<file path="src/rtl/keccak_pkg.sv">
// Shared definitions for the Keccak iota round-constant generator.
//   NUM_ROUNDS : default number of valid Keccak-f[1600] round indices
//   RC_SEED    : LFSR state for t = 0
//   RC_TAPS    : feedback pattern XORed in when the bit shifted out is 1
//   rc_state_e : controller states
//   rc_bit_pos : lane bit position (2^j - 1) written by rc bit j of a round
package keccak_pkg;

  localparam int unsigned NUM_ROUNDS = 24;
  localparam logic [7:0]  RC_SEED    = 8'h01;
  localparam logic [7:0]  RC_TAPS    = 8'h71;

  typedef enum logic [1:0] {
    ST_IDLE,
    ST_SEEK,
    ST_GEN,
    ST_DONE
  } rc_state_e;

  function automatic logic [5:0] rc_bit_pos(input logic [2:0] j);
    return 6'((7'd1 << j) - 7'd1);
  endfunction

endpackage

</file>
<file path="src/rtl/rc_lfsr8.sv">
// One step of the 8-bit round-constant LFSR (taps 0,4,5,6), purely combinational.
//   r_cur  : current LFSR state R
//   r_next : state after one step
//   rc_bit : rc(t) for the current state, i.e. R[0]
module rc_lfsr8
  import keccak_pkg::*;
(
  input  logic [7:0] r_cur,
  output logic [7:0] r_next,
  output logic       rc_bit
);

  always_comb begin
    r_next = {r_cur[6:0], 1'b0};
    if (r_cur[7]) begin
      r_next = r_next ^ RC_TAPS;
    end
  end

  assign rc_bit = r_cur[0];

endmodule

</file>
<file path="src/rtl/rc_iota_gen.sv">
// Keccak iota step: generates RC[round_idx] bit-serially from the rc LFSR and
// XORs it into lane A[0][0]. Consecutive round indices reuse the LFSR position
// left by the previous request, so they skip the seek phase.
//   clk       : clock
//   reset     : synchronous, active-low reset
//   start     : request pulse, only taken while idle
//   round_idx : round index of the request
//   lane_in   : lane A[0][0] before iota
//   busy      : request in progress (seek or generate)
//   done      : one-cycle pulse, err/rc_out/lane_out valid
//   err       : round_idx was out of range
//   rc_out    : round constant RC[round_idx]
//   lane_out  : lane_in XOR RC[round_idx]
//
// state | meaning
// IDLE  | waiting for start
// SEEK  | stepping the LFSR forward to t = 7*idx
// GEN   | collecting 7 rc bits into the constant
// DONE  | done pulse, results on the outputs
module rc_iota_gen #(
  parameter int unsigned NUM_ROUNDS = keccak_pkg::NUM_ROUNDS
) (
  input  logic        clk,
  input  logic        reset,
  input  logic        start,
  input  logic [4:0]  round_idx,
  input  logic [63:0] lane_in,
  output logic        busy,
  output logic        done,
  output logic        err,
  output logic [63:0] rc_out,
  output logic [63:0] lane_out
);
  import keccak_pkg::*;

  rc_state_e   state_q, state_d;
  logic [7:0]  r_q, r_d;
  logic [4:0]  idx_q, idx_d;
  logic [63:0] lane_q, lane_d;
  logic [63:0] acc_q, acc_d;
  logic [7:0]  seek_cnt_q, seek_cnt_d;
  logic [2:0]  gen_j_q, gen_j_d;
  logic        cache_vld_q, cache_vld_d;
  logic [4:0]  last_idx_q, last_idx_d;
  logic        err_q, err_d;
  logic [63:0] rc_out_q, rc_out_d;
  logic [63:0] lane_out_q, lane_out_d;

  logic [7:0]  r_next;
  logic        rc_bit;
  logic        idx_bad;
  logic        fast_path;

  rc_lfsr8 u_lfsr (
    .r_cur  (r_q),
    .r_next (r_next),
    .rc_bit (rc_bit)
  );

  assign idx_bad   = (32'(round_idx) >= NUM_ROUNDS);
  // After finishing round k the LFSR sits at t = 7*(k+1), exactly where round k+1 starts.
  assign fast_path = cache_vld_q && ({1'b0, round_idx} == ({1'b0, last_idx_q} + 6'd1));

  always_comb begin
    state_d     = state_q;
    r_d         = r_q;
    idx_d       = idx_q;
    lane_d      = lane_q;
    acc_d       = acc_q;
    seek_cnt_d  = seek_cnt_q;
    gen_j_d     = gen_j_q;
    cache_vld_d = cache_vld_q;
    last_idx_d  = last_idx_q;
    err_d       = err_q;
    rc_out_d    = rc_out_q;
    lane_out_d  = lane_out_q;

    unique case (state_q)
      ST_IDLE: begin
        if (start) begin
          idx_d   = round_idx;
          lane_d  = lane_in;
          acc_d   = '0;
          gen_j_d = '0;
          if (idx_bad) begin
            state_d     = ST_DONE;
            err_d       = 1'b1;
            rc_out_d    = '0;
            lane_out_d  = lane_in;
            cache_vld_d = 1'b0;
          end else if (fast_path) begin
            state_d = ST_GEN;
          end else begin
            r_d        = RC_SEED;
            seek_cnt_d = 8'(round_idx) * 8'd7;
            state_d    = (round_idx == 5'd0) ? ST_GEN : ST_SEEK;
          end
        end
      end

      ST_SEEK: begin
        r_d        = r_next;
        seek_cnt_d = seek_cnt_q - 8'd1;
        if (seek_cnt_q == 8'd1) begin
          state_d = ST_GEN;
        end
      end

      ST_GEN: begin
        acc_d   = acc_q | (64'(rc_bit) << rc_bit_pos(gen_j_q));
        r_d     = r_next;
        gen_j_d = gen_j_q + 3'd1;
        if (gen_j_q == 3'd6) begin
          // Results are loaded on the way into DONE so they are valid with done.
          state_d    = ST_DONE;
          err_d      = 1'b0;
          rc_out_d   = acc_d;
          lane_out_d = lane_q ^ acc_d;
        end
      end

      ST_DONE: begin
        state_d = ST_IDLE;
        if (!err_q) begin
          cache_vld_d = 1'b1;
          last_idx_d  = idx_q;
        end
      end

      default: state_d = ST_IDLE;
    endcase
  end

  always_ff @(posedge clk) begin
    if (!reset) begin
      state_q     <= ST_IDLE;
      r_q         <= RC_SEED;
      idx_q       <= '0;
      lane_q      <= '0;
      acc_q       <= '0;
      seek_cnt_q  <= '0;
      gen_j_q     <= '0;
      cache_vld_q <= 1'b0;
      last_idx_q  <= '0;
      err_q       <= 1'b0;
      rc_out_q    <= '0;
      lane_out_q  <= '0;
    end else begin
      state_q     <= state_d;
      r_q         <= r_d;
      idx_q       <= idx_d;
      lane_q      <= lane_d;
      acc_q       <= acc_d;
      seek_cnt_q  <= seek_cnt_d;
      gen_j_q     <= gen_j_d;
      cache_vld_q <= cache_vld_d;
      last_idx_q  <= last_idx_d;
      err_q       <= err_d;
      rc_out_q    <= rc_out_d;
      lane_out_q  <= lane_out_d;
    end
  end

  assign busy     = (state_q == ST_SEEK) || (state_q == ST_GEN);
  assign done     = (state_q == ST_DONE);
  assign err      = err_q;
  assign rc_out   = rc_out_q;
  assign lane_out = lane_out_q;

endmodule

</file>
<file path="config.mk">
export PLATFORM = sky130hd
export DESIGN_NAME = rc_iota_gen
export DESIGN_NICKNAME = d
export VERILOG_FILES = /design/src/rtl/keccak_pkg.sv /design/src/rtl/rc_lfsr8.sv /design/src/rtl/rc_iota_gen.sv
export SDC_FILE = /design/constraint.sdc
export NUM_CORES = 1
export LEC_CHECK = 0
export ABC_CLOCK_PERIOD_IN_PS = 9300
export CORE_AREA = 3 3 173 218
export DETAILED_ROUTE_END_ITERATION = 6
export DIE_AREA = 0 0 176 221
export PLACE_DENSITY_LB_ADDON = 0.05
export SLEW_MARGIN = 25
export SYNTH_ARGS = -nofsm -noshare
export SYNTH_HDL_FRONTEND = slang
export SYNTH_HIERARCHICAL = 1
export SYNTH_SLANG_ARGS = --single-unit
</file>
<file path="constraint.sdc">
create_clock -name clk -period 9.3 [get_ports clk]
set_clock_uncertainty 0.15 [all_clocks]
set_input_delay 1.86 -clock clk [delete_from_list [all_inputs] [get_ports clk]]
set_output_delay 1.86 -clock clk [all_outputs]
set_load 0.02 [all_outputs]
</file>
==> summary.txt, run 1 <==
Run status
  • Outcome: finished, final reports clean

Layout
  • Final non-filler cell total: 2121
  • Utilization after layout: 44.0%
  • Fill count: 3565
  • FF/Latch Area: 5790 sq um
  • Ratio of cells with drive above 1 in the final layout: 6.04%
  • # nets final: 1717
  • Area of the multi-input gates: 6180 sq um
  • Layout area overhead: 26.8%

Routing
  • Post-route DRC violation count: 0
  • DRT antenna net count: 0
  • DRT iter0 DRCs: 668
  • Routed wire per std cell: 18.7 um
  • Drt first pass iters: 5
  • Vias: 11043
  • Detailed-route wire length: 39700 um
  • Avg Vias per Cell: 5.21

Synth
  • Netlist cell types: 69
  • Largest family of logic cells by synthesized area: compound AO/OA/AOI/OAI gates
  • Yosys warns: 6
  • Syn Nets: 1588
  • Ys flop type: dfxtp_1
  • Synth Area in XOR/XNOR: 3.93%
  • Most common cell in the synthesized netlist: dfxtp_1
  • Sequential area share after synthesis: 46.3%
  • Synth area leaders: dfxtp_1 46%, nand2_1 8.4%, a21oi_1 8.0%, o211ai_1 2.9%, o21ai_0 2.8%
  • Post-synthesis mux area share: 0.721%
  • Post-synth EDFFs: 0
  • Synth top area share: 46.3%
  • Synthesized-area fraction occupied by and/or/nand/nor cells: 17.8%
  • Yosys top cell by area: dfxtp_1
  • Avg Inst Size Synth: 8.39 sq um
  • Post-Synthesis Cell Area: 12500 sq um
  • Async set-reset flop share out of synthesis: 0%
  • Complex-gate fraction of the synthesized area: 23.3%
  • Synth cell count leaders: 289 x dfxtp_1, 279 x nand2_1, 200 x a21oi_1, 89 x nor2_1, 88 x clkbuf_1
  • Post-Synth Adder-Cell Area: 3.11%
  • Synth Register Bits: 289
  • Syn Inst Count: 1488

Pwr
  • Leakage: 0.00564 uW
  • Pwr Total: 4760 uW
  • Peak supply drop: 0.215 mV
  • Power per Cell Area: 301 nW/um^2

Critical path
  • Worst Setup SP: round_idx[3]
  • Worst-path cell chain: clkdlybuf4s50_1, ha_1, a21oi_1, or3_4, nor2_4, nand2_2, o21ai_0
  • Critical Path AT: 5380 ps
  • Worst Path Required: 9620 ps
  • CP Buf/Inv Count: 1
  • Startpoint Class: input pin
  • CP Class: input pin to register
  • Crit Path Max Fanout: 46
  • Top Family by Delay on Critical Path: simple AND/OR/NAND/NOR gates
  • Crit-path slowest cell: nand2_2
  • CP peak stage delay: 720 ps
  • CP endpoint kind: register
  • R2R Path Start: state_q[0]

GRT
  • Largest net degree at the start of global routing: 87
  • Congestion Overflow GR: 0
  • Met1 usage: 25.7%
  • GRT busiest layer: met2
  • GRT Resource Usage Total: 19.9%
  • Number of global-route vias before repair: 10680
  • Global-route wire length before repair: 62100 um
  • Antenna violations before repair: 1
  • GRT met3 Usage: 2.52%
  • Met2 Use GR: 34.8%

Place
  • Detailed placement HPWL: 25300 um
  • Port Buffers: 202
  • Placed Cells: 2064
  • Routability cong.: 0.765

Clocking
  • H-tree levels: 1
  • CTS Buf Count: 31
  • Num Clock Sinks: 289
  • CTS tree: built
  • Post-cts sizing count: 0
  • Setup Fix Bufs, Post-CTS: 0
  • Worst-skew pair later-pin latency: 560 ps
  • Worst-path clk slew: 60 ps
  • Root Buffer: clkbuf_16
  • Hold_buf cts: 0
  • Clock tree buffer depth: 3

STA
  • Final setup violation count: 0
  • RSZ-0062 raised after global routing: false
  • Tmin final: 5060 ps
  • Final Max Slew Viols: 0
  • Tightest Pin Transition: 1000 ps
  • Final period utilization: 54.4%
  • Setup TNS: 0 ps
  • Hold Violations, Final: 0
  • F_max: 0.198 GHz
  • Slew Limit Headroom: 33.0%

Die
  • Die X-Extent: 176 um
  • Core region area: 36000 sq um
  • Starting density of the core: 34.7%
  • DIE HEIGHT: 221 um
  • I/O Pins: 203
  • Row Count: 78
  • Die ar.: 38900 sq um

Min path
  • Worst Hold Class: register to register
  • Worst hold start: lane_out[32]

Job
  • Max cap viols: 0
[stage by stage]
stage | worst slack [ps] | area (sq um) | hold slack (ps)
final | 4240 | 15800 | 299
after global routing | 3900 | 15800 | 323
after detailed placement | 3550 | 14800 | 293
after CTS | 4170 | 15800 | 303
after floorplan | 5370 | 12500 | 282
after global placement | 3650 | 14800 | 291
[state kept, by name, indices dropped and copies added (netlist names), 2 cells and up]
signal      cells
rc_out         64
r_q             8
last_idx_q      5
idx_q           5
lane_q         64
gen_j_q         3
lane_out       64
state_q         2
seek_cnt_q      8
acc_q          64
[final cells by class]
type | count | area share, %
sequential | 289 | 36.5
tap | 480 | 3.79
multi-input combinational | 1053 | 39.0
timing repair buffer | 214 | 13.3
antenna | 1 | 0.0158
clock inverter | 16 | 1.04
clock buffer | 40 | 5.56
inverter | 28 | 0.695
[worst paths after layout]
kind / slack, ps / to / cells after the start
setup / recovery: 4240 / rc_out[46] / 7
hold / removal: 300 / lane_out[32] / 2
setup reg to reg: 5090 / rc_out[46] / 9
hold reg to reg: 300 / lane_out[32] / 2
[layout by cell type (no fill, tap or decap), types with 6 or more instances in the layout]
master and instances:
dfxtp_1 289, nand2_1 276, clkdlybuf4s50_1 201, a21oi_1 200, nor2_1 86, o21ai_0 71, o211ai_1 48, a22oi_1 43
xor2_1 33, clkbuf_16 31, inv_1 26, and3_1 26, xnor2_1 23, ha_1 22, a22o_1 21, or3_1 19
a31oi_1 14, nor3_1 13, buf_4 13, nand3_1 12, and2_1 11, mux2i_1 9, nand2b_1 9, a221oi_1 9
clkinv_2 9, o22ai_1 7, a211oi_1 7, clkbuf_8 7, nor2b_1 6
[where the power goes]
part,internal [uW],total (uW),switching [uW]
Sequential,1460,1600,142
Clock,746,1260,514
Combinational,665,1900,1230
Total,2870,4760,1890
[cells by family after synthesis]
group,count (synthesis)
buffers and inverters,146
xor gates and xnor gates,56
muxes,9
DFF,289
AOI/OAI and AO/OA,466
and+or+nand+nor,494
adders and majority gates,28
[worst register-to-register path, stage by stage, from the launching register on]
cell	delay [ps]
dfxtp_1	330
inv_1	150
ha_4	300
buf_4	800
inv_1	150
a21oi_1	480
or3_4	480
nor2_4	250
nand2_2	720
o21ai_0	230
[per-layer routing]
metal / vias to the layer above / part of all wire [%] / wire length, um
li1: 5460 / - / -
met1: 5271 / 44 / 17600
met2: 259 / 49 / 19400
met3: 53 / 4.6 / 1830
met4: 0 / 2.1 / 847
met5: - / 0 / 0
Power figures use the tool's default switching activity.
==> run 2, diff against run 1 <==
- ABC_CLOCK_PERIOD_IN_PS: 9300 -> 4800
- clock period: 9.3 -> 4.8 ns (I/O delays scaled with it)
==> run 2 against run 1 <==
Utilization is 0.16 points higher. Die area stayed put. Combinational power is 96% higher. Largest power group unchanged. Final area is 0.36% higher.
==> summary.txt, run 2 (same netlist as run 1, synthesis figures left out) <==
STA
  • Hold Violations, Final: 0
  • RSZ-0062 raised after global routing: false
  • Final setup violation count: 0
  • Slew Limit Headroom: 34.6%
  • F_max: 0.279 GHz
  • Tmin final: 3590 ps
  • Tightest Pin Transition: 981 ps
  • Final Max Slew Viols: 0
  • Setup TNS: 0 ps
  • Final period utilization: 74.7%

Clocking
  • Hold_buf cts: 0
  • CTS tree: built
  • Num Clock Sinks: 289
  • CTS Buf Count: 31
  • Setup Fix Bufs, Post-CTS: 0
  • Worst-skew pair later-pin latency: 570 ps
  • Root Buffer: clkbuf_16
  • Clock tree buffer depth: 3
  • Worst-path clk slew: 60 ps
  • H-tree levels: 1
  • Post-cts sizing count: 0

Routing
  • Drt first pass iters: 6
  • Vias: 10973
  • Routed wire per std cell: 18.8 um
  • DRT iter0 DRCs: 707
  • Post-route DRC violation count: 0
  • DRT antenna net count: 0
  • Detailed-route wire length: 40000 um
  • Avg Vias per Cell: 5.15

GRT
  • Largest net degree at the start of global routing: 87
  • GRT Resource Usage Total: 20.1%
  • Global-route wire length before repair: 62900 um
  • Number of global-route vias before repair: 10830
  • Congestion Overflow GR: 0
  • Antenna violations before repair: 2

Die
  • Row Count: 78
  • Die X-Extent: 176 um
  • Die ar.: 38900 sq um
  • DIE HEIGHT: 221 um
  • Starting density of the core: 34.7%
  • Core region area: 36000 sq um
  • I/O Pins: 203

Place
  • Dpl cell area: 14900 sq um
  • Placed Cells: 2072
  • Routability cong.: 0.764
  • Port Buffers: 202
  • Detailed placement HPWL: 25600 um

Pwr
  • Peak supply drop: 0.525 mV
  • Pwr Total: 9240 uW
  • Power per Cell Area: 581 nW/um^2
  • Leakage: 0.00570 uW

Critical path
  • CP Class: register to register
  • Worst Path Required: 5150 ps
  • Crit Path Max Fanout: 12
  • CP endpoint kind: register
  • Critical Path AT: 3940 ps
  • Startpoint Class: register

Layout
  • Final non-filler cell total: 2130
  • Most frequent cells in the layout: 289 x dfxtp_1, 276 x nand2_1, 201 x clkdlybuf4s50_1
  • # nets final: 1725
  • Layout area overhead: 27.3%
  • Commonest non-fill, non-tap cell in the layout: dfxtp_1
  • Ratio of cells with drive above 1 in the final layout: 6.31%
  • Final Cell Area: 15900 sq um

Run status
  • Outcome: finished, final reports clean

Min path
  • Worst Hold Class: register to register

Job
  • Max cap viols: 0
-- run 2: changes by cell type in the layout (fill, tap and decap cells not counted), sizes merged --
cell / previous run / this run
clkbuf: 40 / 45
clkinvlp: 4 / 0
inv: 27 / 28
bufinv: 3 / 2
buf: 13 / 21
-- run 2: final timing paths --
path | start | end | slack (ps) | depth (start not counted)
setup / recovery | gen_j_q[0] | acc_q[20] | 1210 | 11
hold / removal | lane_out[32] | lane_out[32] | 300 | 2
setup reg to reg | gen_j_q[0] | acc_q[20] | 1210 | 11
hold reg to reg | lane_out[32] | lane_out[32] | 300 | 2
-- run 2: routing by layer --
metal | up-vias | global-route usage (%) | part of all wire (%)
li1 | 5460 | - | -
met1 | 5225 | 26.7 | 45
met2 | 241 | 35.0 | 49
met3 | 45 | 2.37 | 4.2
met4 | 2 | 4.34 | 1.8
met5 | - | 0 | 0.050
-- run 2: cell type report --
class | instances | area (sq um)
clock buffers | 45 | 908
fillers | 3569 | 20100
inverters | 28 | 110
flip-flops and latches | 289 | 5790
clock inverters | 12 | 118
multi-input cells | 1053 | 6170
repair buffers | 222 | 2190
diodes | 1 | 2.50
well taps | 480 | 601
-- run 2: through the flow --
| stage | setup WS (ps) | utilization [%] | hold slack, ps |
|---|---|---|---|
| floorplan | 1770 | - | 282 |
| global placement | 812 | 41.3 | 288 |
| detailed placement | 747 | 41.3 | 292 |
| CTS | 1240 | 44.1 | 303 |
| global route | 1010 | 44.1 | 317 |
| finish | 1210 | 44.1 | 299 |
-- run 2: report_power, final --
group | leakage (uW) | total, uW | switching (uW) | internal (uW)
Clock | 0.000515 | 2410 | 995 | 1410
Combinational | 0.00283 | 3720 | 2400 | 1310
Sequential | 0.00235 | 3110 | 282 | 2830
Total | 0.00570 | 9240 | 3680 | 5560
-- run 2: critical path: stages (launching register included) --
cell and delay [ps]:
dfxtp_1 380, inv_1 90, ha_1 310, nor2b_1 210
inv_1 140, ha_1 370, o21ai_0 150, mux2i_1 200
a32o_1 630, and2_1 570, a32oi_1 190, nor2_1 120
==> run 3, diff against run 2 <==
- ABC_CLOCK_PERIOD_IN_PS: 4800 -> 3350
- clock period: 4.8 -> 3.35 ns (I/O delays scaled with it)
==> run 3 against run 2 <==
Clock power grew 46%. Global-route usage shrank 0.17 points. Wire length shrank 0.10%. Critical path type unchanged. Largest cell class unchanged. Die area is the same. Sequential share of layout area shrank 0.97 points. First-iteration DRC count shrank 5.5%.
==> summary.txt, run 3 (same netlist as run 1, synthesis figures left out) <==
Run status
  • Outcome: finished, final reports clean

Pwr
  • Peak supply drop: 0.426 mV
  • Clock share of power: 25.9%
  • Sequential power share: 32.6%
  • Pwr Total: 13600 uW
  • Sw Pwr: 5320 uW
  • Switching share of power: 39.1%
  • Internal power: 8300 uW
  • Combinational share of power: 41.6%
  • Power per Cell Area: 834 nW/um^2
  • Leakage: 0.00594 uW

STA
  • RSZ-0062 raised after global routing: false
  • Hold Violations, Final: 0
  • Tightest Pin Transition: 1000 ps
  • Final WS setup: 234 ps
  • Final setup violation count: 0
  • Tmin final: 3120 ps
  • Slew Limit Headroom: 33.2%
  • Final period utilization: 93.0%
  • F_max: 0.321 GHz
  • Final Max Slew Viols: 0

Critical path
  • Top Family by Delay on Critical Path: simple AND/OR/NAND/NOR gates
  • CP Class: register to register
  • Worst Path Required: 3650 ps
  • Worst-path cell chain: inv_1, ha_1, nor2b_1, inv_1, ha_4, or4b_1, o211ai_2, nor3_4, a21oi_1, xor2_1, a21oi_1
  • Crit-path slowest cell: or4b_1
  • R2R Path Start: gen_j_q[0]
  • FF-to-FF setup slack: 230 ps
  • R2R Path End: lane_out[39]
  • Critical Path AT: 3410 ps
  • CP endpoint kind: register
  • Worst-case reg-to-reg path depth: 11
  • Startpoint Class: register
  • CP peak stage delay: 490 ps
  • CP Buf/Inv Count: 2
  • Crit Path Max Fanout: 10

GRT
  • Antenna violations before repair: 1
  • Largest net degree at the start of global routing: 88
  • Number of global-route vias before repair: 10730
  • Congestion Overflow GR: 0
  • GRT Resource Usage Total: 19.9%
  • Global-route wire length before repair: 62300 um

Clocking
  • Root Buffer: clkbuf_16
  • CTS tree: built
  • Worst-skew pair later-pin latency: 590 ps
  • Worst-path clk slew: 60 ps
  • H-tree levels: 1
  • Clock tree buffer depth: 3
  • CTS Buf Count: 31
  • Hold_buf cts: 0
  • Num Clock Sinks: 289

Routing
  • Drt first pass iters: 5
  • Detailed-route wire length: 40000 um
  • DRT iter0 DRCs: 668
  • Avg Vias per Cell: 5.11
  • Routed wire per std cell: 18.4 um
  • Vias: 11083
  • Post-route DRC violation count: 0
  • DRT antenna net count: 0

Min path
  • Hold Crit Depth: 2
  • Worst Hold Class: register to register
  • Hold Path End: lane_out[36]
  • Worst hold start: lane_out[36]

Layout
  • Layout area overhead: 30.8%
  • Commonest non-fill, non-tap cell in the layout: dfxtp_1
  • # nets final: 1767
  • Ant. Diodes: 0
  • Most frequent cells in the layout: 289 x dfxtp_1, 276 x nand2_1, 201 x clkdlybuf4s50_1
  • Ratio of cells with drive above 1 in the final layout: 8.82%

Die
  • Row Count: 78
  • I/O Pins: 203
  • Die ar.: 38900 sq um
  • Die X-Extent: 176 um
  • Starting density of the core: 34.7%
  • Core region area: 36000 sq um
  • DIE HEIGHT: 221 um

Place
  • Detailed placement HPWL: 26300 um
  • Routability cong.: 0.785
  • Setup WS pre-CTS: -74.6 ps
  • Port Buffers: 202

Job
  • Max cap viols: 0
run 3: cell count changes in the layout (fill, tap and decap cells not counted), sizes merged:
| cell | previous run | this run |
|---|---|---|
| buf | 21 | 63 |
| inv | 28 | 29 |
| clkbuf | 45 | 46 |
| clkinv | 10 | 7 |
| diode | 1 | 0 |
run 3: power groups by stage:
| stage | clock (uW) | combinational [uW] | sequential [uW] |
|---|---|---|---|
| 5_1_grt | 3770 | 6210 | 4510 |
| 4_1_cts | 3640 | 5710 | 4440 |
| 3_3_place_gp | 0 | 5660 | 4510 |
| 3_5_place_dp | 0 | 5690 | 4510 |
| 2_1_floorplan | 0 | 2870 | 4890 |
| 6_report | 3520 | 5660 | 4430 |
run 3: stage by stage:
step	hold slack, ps	utilization [%]	TNS [ps]	instance area (sq um)	std cells
2_1_floorplan	282	-	0	12500	1488
3_3_place_gp	288	42.2	-26.1	15200	2112
3_5_place_dp	293	42.2	-74.6	15200	2112
4_1_cts	304	45.1	0	16300	2168
5_1_grt	319	45.3	0	16300	2170
6_report	298	45.3	0	16300	2170
run 3: what timing repair did:
action | in CTS | in global routing
gates resized for setup | 0 | 7
buffers inserted | 0 | 2
setup endpoints to repair | 0 | 55
run 3: worst max path at each step:
stage            startpoint       endpoint  slack (ps)  depth (start not counted)
2_1_floorplan    gen_j_q[0]   lane_out[59]         350                         14
3_3_place_gp   round_idx[1]  seek_cnt_q[6]         -30                         10
3_5_place_dp   round_idx[1]  seek_cnt_q[6]         -70                         10
4_1_cts          gen_j_q[0]   lane_out[63]          50                         11
5_1_grt          gen_j_q[0]   lane_out[39]           3                         11
6_report         gen_j_q[0]   lane_out[39]         230                         11
run 3: layout make-up:
cell class,instances,area [sq um]
Tap cell,480,601
Sequential cell,289,5790
Clock buffer,46,942
Inverter,28,110
Multi-Input combinational cell,1053,6210
Clock inverter,10,108
Fill cell,3555,19700
Timing Repair Buffer,264,2570
run 3: worst reg2reg max path, delay by kind of cell (launching register included):
family,cells,cell delay (ps)
simple gates,3,820
compound gates,3,780
fa+ha+maj,2,430
flops,1,380
buf+inv,2,250
xor+xnor,1,180
run 3: layer usage:
metal  global-route usage (%)  wire, um
met5                        0        20
met4                     5.21       850
met3                     3.09      1860
met2                     34.4     19500
met1                     25.9     17800
